File: src/rtl/proc_prog_feeder.sv
`default_nettype none
// =============================================================================
// Module   : proc_prog_feeder
// Purpose  : Replays a loaded program into the 9-bit multi-cycle processor,
//            pacing each instruction on Done and flagging hangs/bad programs.
// Revision : 1.0
// =============================================================================
module proc_prog_feeder #(
  parameter int ADDR_W  = 5,
  parameter int DATA_W  = 9,
  parameter int TIMEOUT = 7
) (
  input  logic              Clock,
  input  logic              Reset,
  input  logic              LoadEn,
  input  logic [ADDR_W-1:0] LoadAddr,
  input  logic [DATA_W-1:0] LoadData,
  input  logic [ADDR_W:0]   ProgLen,
  input  logic              Start,
  input  logic              Done,
  output logic [DATA_W-1:0] DIN,
  output logic              Run,
  output logic              Busy,
  output logic              Halted,
  output logic              Err,
  output logic [ADDR_W:0]   PC,
  output logic [7:0]        InstrCount
);

  localparam int                c_TMO_W    = (TIMEOUT > 1) ? $clog2(TIMEOUT) : 1;
  localparam logic [c_TMO_W-1:0] c_TMO_LAST = c_TMO_W'(TIMEOUT - 1);
  localparam logic [2:0]        c_OP_MVI   = 3'b001;

  typedef enum logic [2:0] {
    S_IDLE  = 3'd0,
    S_ISSUE = 3'd1,
    S_IMM   = 3'd2,
    S_WAIT  = 3'd3,
    S_HALT  = 3'd4,
    S_ERROR = 3'd5
  } state_t;

  state_t               r_state;
  state_t               w_state_nxt;
  logic [DATA_W-1:0]    r_ram [0:(1<<ADDR_W)-1];
  logic [ADDR_W:0]      r_pc;
  logic [ADDR_W:0]      r_len;
  logic [7:0]           r_count;
  logic [c_TMO_W-1:0]   r_tmo;

  logic [DATA_W-1:0]    w_word;
  logic [ADDR_W:0]      w_pc_inc;
  logic                 w_is_mvi;
  logic                 w_idle_like;
  logic                 w_busy;
  logic                 w_complete;

  assign w_word      = r_ram[r_pc[ADDR_W-1:0]];
  assign w_pc_inc    = r_pc + 1'b1;
  assign w_is_mvi    = (w_word[DATA_W-1 -: 3] == c_OP_MVI);
  assign w_idle_like = (r_state == S_IDLE) || (r_state == S_HALT) || (r_state == S_ERROR);
  assign w_busy      = (r_state == S_ISSUE) || (r_state == S_IMM) || (r_state == S_WAIT);

  // Program RAM is never cleared by reset; loads are locked out while running.
  always_ff @(posedge Clock) begin
    if (LoadEn && !w_busy) begin
      r_ram[LoadAddr] <= LoadData;
    end
  end

  always_ff @(posedge Clock) begin
    if (Reset) begin
      r_state <= S_IDLE;
    end else begin
      r_state <= w_state_nxt;
    end
  end

  always_comb begin
    w_state_nxt = r_state;
    w_complete  = 1'b0;
    case (r_state)
      S_IDLE, S_HALT, S_ERROR: begin
        if (Start) begin
          w_state_nxt = (ProgLen == '0) ? S_HALT : S_ISSUE;
        end
      end
      S_ISSUE: begin
        if (w_is_mvi) begin
          // The immediate must live inside the program, otherwise it is malformed.
          w_state_nxt = (w_pc_inc == r_len) ? S_ERROR : S_IMM;
        end else begin
          w_state_nxt = S_WAIT;
        end
      end
      S_IMM: begin
        if (Done) begin
          w_complete  = 1'b1;
          w_state_nxt = (w_pc_inc == r_len) ? S_HALT : S_ISSUE;
        end else begin
          w_state_nxt = S_WAIT;
        end
      end
      S_WAIT: begin
        if (Done) begin
          w_complete  = 1'b1;
          w_state_nxt = (r_pc == r_len) ? S_HALT : S_ISSUE;
        end else if (r_tmo == c_TMO_LAST) begin
          w_state_nxt = S_ERROR;
        end
      end
      default: w_state_nxt = S_IDLE;
    endcase
  end

  always_ff @(posedge Clock) begin
    if (Reset) begin
      r_pc    <= '0;
      r_len   <= '0;
      r_count <= '0;
      r_tmo   <= '0;
    end else begin
      case (r_state)
        S_IDLE, S_HALT, S_ERROR: begin
          if (Start) begin
            r_len   <= ProgLen;
            r_pc    <= '0;
            r_count <= '0;
          end
        end
        S_ISSUE: begin
          r_pc  <= w_pc_inc;
          r_tmo <= '0;
        end
        S_IMM:   r_pc  <= w_pc_inc;
        S_WAIT:  r_tmo <= r_tmo + 1'b1;
        default: ;
      endcase
      if (w_complete && (r_count != 8'hFF)) begin
        r_count <= r_count + 8'd1;
      end
    end
  end

  always_comb begin
    DIN = '0;
    if ((r_state == S_ISSUE) || (r_state == S_IMM)) begin
      DIN = w_word;
    end
  end

  assign Run        = (r_state == S_ISSUE);
  assign Busy       = w_busy;
  assign Halted     = (r_state == S_HALT);
  assign Err        = (r_state == S_ERROR);
  assign PC         = r_pc;
  assign InstrCount = r_count;

endmodule
`default_nettype wire

File: config.mk
export PLATFORM = sky130hd
export DESIGN_NAME = proc_prog_feeder
export DESIGN_NICKNAME = d
export VERILOG_FILES = /design/src/rtl/proc_prog_feeder.sv
export SDC_FILE = /design/constraint.sdc
export NUM_CORES = 1
export LEC_CHECK = 0
export ABC_AREA = 0
export CORE_MARGIN = 10
export CORE_UTILIZATION = 35
export DETAILED_ROUTE_END_ITERATION = 10
export DONT_BUFFER_PORTS = 1
export HOLD_SLACK_MARGIN = 0.03
export PLACE_DENSITY = 0.61
export SYNTH_ARGS = -nofsm -noshare
export SYNTH_HDL_FRONTEND = slang
export SYNTH_SLANG_ARGS = --single-unit
File: constraint.sdc
create_clock -name Clock -period 3.8 [get_ports Clock]
set_input_delay 0.76 -clock Clock [delete_from_list [all_inputs] [get_ports Clock]]
set_output_delay 0.76 -clock Clock [all_outputs]
set_load 0.05 [all_outputs]
==> metrics.yaml <==
status:
  status: "completed"
setup_path:
  crit_buf_inv: 2
  crit_fanout: 19
  endpoint_kind: "output port"
  slowest_stage: "mux4_2"
  max_stage_delay_ns: 0.55
  path_cells: "buf_12 > mux4_2 > mux4_2 > mux2i_1 > nor2_1 > buf_4"
  worstPathRequired_ns: 3.04
  cp_top_family: "multiplexers"
  crit_top_cell: "mux4_2"
  start_kind: "flop"
  crit_arrival_ns: 2.91
  worstSetupPathType: "reg -> out"
place:
  gp_congestion: 0.803
  placed_cells: 1153
  place_hpwl_mm: 18.1
  portBuffers: 0
clock_tree:
  postCtsHoldBufs: 0
  htreeDepth: 1
  clockBufferDepth: 3
  cts_tree: "built"
  clkLatencyLatePin_ns: 0.57
  cts_inserted_buffers: 30
  clk_pin_slew_worst_paths_ns: 0.07
  cts_root_buffer: "clkbuf_16"
  cts.sinks: 319
drt:
  antenna_left: 0
  wire_per_inst_um: 23.8
  drc: 0
  routed_wl_mm: 28.9
  viasPerCell: 5.31
  drt_iter0_markers: 552
  vias: 6442
  dr.pass1.iters: 5
final_layout:
  drive_gt1_frac: 0.280
  multi_input_area_sq_um: 3280
  fill_cells: 3123
  syn_to_final_growth_pct: 16.9
  instances_no_fill: 1214
  regArea_sq_um: 9280
  diodes: 0
  fin_nets: 758
synthesis:
  synth_area_sq_um: 12700
  synthFlopType: "edfxtp_1"
  synth-simple-area-share: 0.0537
  synth_xor_xnor_area_share: 0.00688
  syn-num-nets: 698
  ys_seq_area_frac: 0.728
  ys_types: 42
  synth_top_family_by_area: "multiplexers"
  synth-edff-count: 288
  postSynthCellCount: 669
  synth-compound-area-share: 0.0205
  ys_ff_latch: 319
  synthAdderAreaFrac: 0.00393
  async_reset_ff_frac: 0
  synth.mux.area_fraction: 0.173
  syn_avg_cell_area_sq_um: 19.0
  ys_warn_count: 0
sta:
  tightest_slew_ns: 1.01
  max-slew-margin-rel: 0.324
  finalClockSkew_ns: 0.00848
  worst_hold_slack_ns: 0.261
  drv_slew: 0
  finalSetupViolCount: 0
  fin_crit_sh: 0.965
  rsz0062_at_grt: "false"
  timing.fmax_mhz: 273
  setup_tns_ns: 0
  final-hold-violation-count: 0
  post-route-min-period_ns: 3.67
grt:
  grt_pass1_vias: 6377
  overflow: 0
  grt_pass1_wl_mm: 42.9
  grt_usage: 0.130
  antenna_found_initial: 0
  grt_max_degree: 33
min_path:
  hp-class: "in -> reg"
floorplanning:
  dieArea_sq_um: 44400
  start_util: 0.356
  core_sq_um: 35700
  die_h_um: 211
  io_pins: 52
  fp.dieW_um: 211
  fp-row-count: 69
power_and_ir_drop:
  p_leak_nw: 4.75
  power_density_nw_per_um2: 621
  ir_worst_vdd_v: 0.000502
  finalPower_mw: 9.25
job:
  drv_cap: 0
cell type report:
cell class,instances,share of cell area
clock buffers,35,0.0573
clock inverters,21,0.0214
inverters,8,0.00202
multi-input cells,307,0.221
flip-flops and latches,319,0.623
well taps,461,0.0387
repair buffers,63,0.0368
synthesized netlist by cell type (2+ instances only):
cell	number	area (sq um)
or2_2	2	12.5
dfxtp_1	31	621
nand2b_1	4	25.0
a221o_1	2	20.0
and2_1	5	31.3
buf_1	6	22.5
mux2i_1	15	150
buf_2	4	20.0
buf_4	3	22.5
o21ai_0	10	50.1
a21oi_1	16	80.1
inv_1	8	30.0
a22oi_1	3	22.5
nand2_1	14	52.6
ha_1	4	50.1
edfxtp_1	288	8650
xor2_1	5	43.8
nor3b_1	9	67.6
a21o_1	3	22.5
mux2_2	2	22.5
xnor2_1	5	43.8
nand3_1	10	50.1
nor2_1	73	274
and3_1	6	37.5
clkbuf_1	21	78.8
nand3b_1	8	60.1
nor3_1	8	40.0
mux4_2	90	2030
registers in the layout, summed over array words and instances, names as in the netlist, named ones only:
register	flops
r_ram	288
PC	6
InstrCount	8
r_len	6
r_state	3
r_tmo	3
cells by family (layout without fill, tap and decap cells):
group                    Yosys count  in the layout
XOR/XNOR                          10             10
multiplexers                     107            107
flip-flops                       319            319
AO/OA/AOI/OAI                     42             42
adder cells (fa/ha/maj)            4              4
buffers and inverters             43            127
AND/OR/NAND/NOR                  144            144
path summary, 6_finish.rpt:
check             slack (ns)     start  cells after the start         end
setup / recovery        0.13      flop                      6      DIN[4]
hold / removal          0.26     Reset                      1    r_tmo[2]
setup reg to reg        1.07      flop                      7  r_state[0]
hold reg to reg         0.49  r_tmo[1]                      2    r_tmo[1]
per-layer routing:
metal  global-route usage  vias up  part of all wire
li1                     -     2826                 -
met1                0.181     3381              0.44
met2                0.203      199              0.48
met3               0.0328       36             0.072
met4               0.0230        0             0.013
met5                    0        -                 0
through the flow:
| stage | setup WS (ns) | utilization | instance area, sq um |
|---|---|---|---|
| final | 0.135 | 0.417 | 14900 |
| after global routing | 0.0478 | 0.417 | 14900 |
| after CTS | 0.0408 | 0.416 | 14900 |
| after detailed placement | 0.466 | 0.382 | 13700 |
| after global placement | 0.508 | 0.382 | 13700 |
| after floorplan | 0.359 | - | 12700 |
placed cells by master, fill, tap and decap left out, types with 2 or more instances in the layout:
| cell type | count |
|---|---|
| buf_12 | 6 |
| clkbuf_8 | 2 |
| dfxtp_4 | 2 |
| a21o_1 | 3 |
| o21ai_0 | 10 |
| and3_1 | 6 |
| xnor2_1 | 5 |
| mux4_2 | 90 |
| and2_1 | 5 |
| nand3_1 | 10 |
| nor3b_1 | 9 |
| buf_4 | 57 |
| nand2b_1 | 4 |
| mux2i_1 | 15 |
| a221o_1 | 2 |
| a22oi_1 | 3 |
| clkinv_1 | 4 |
| nor2_1 | 73 |
| clkbuf_16 | 33 |
| nor3_1 | 8 |
| dfxtp_1 | 29 |
| nand2_1 | 14 |
| mux2_2 | 2 |
| edfxtp_1 | 288 |
| inv_1 | 8 |
| clkinv_4 | 2 |
| or2_2 | 2 |
| nand3b_1 | 8 |
| xor2_1 | 5 |
| ha_1 | 4 |
| clkinv_2 | 6 |
| bufinv_16 | 8 |
| a21oi_1 | 16 |
worst reg2reg max path: cells and delay by family (launching register included):
family | cells | cell delay (ns)
buffers and inverters | 1 | 0.19
AND/OR/NAND/NOR | 2 | 0.44
flip-flops | 1 | 0.42
multiplexers | 3 | 1.26
AO/OA/AOI/OAI | 1 | 0.31
where the power goes:
part / total [mW] / internal [mW] / switching [mW]
sequential: 4.00 / 3.90 / 0.0922
clock: 3.47 / 2.15 / 1.32
combinational: 1.78 / 0.767 / 1.02
timing repair:
item	in CTS	in global routing
setup buffers	2	3
setup endpoints to repair	7	2
resized for setup	0	0
No activity file was read; power rests on OpenSTA's default activity.
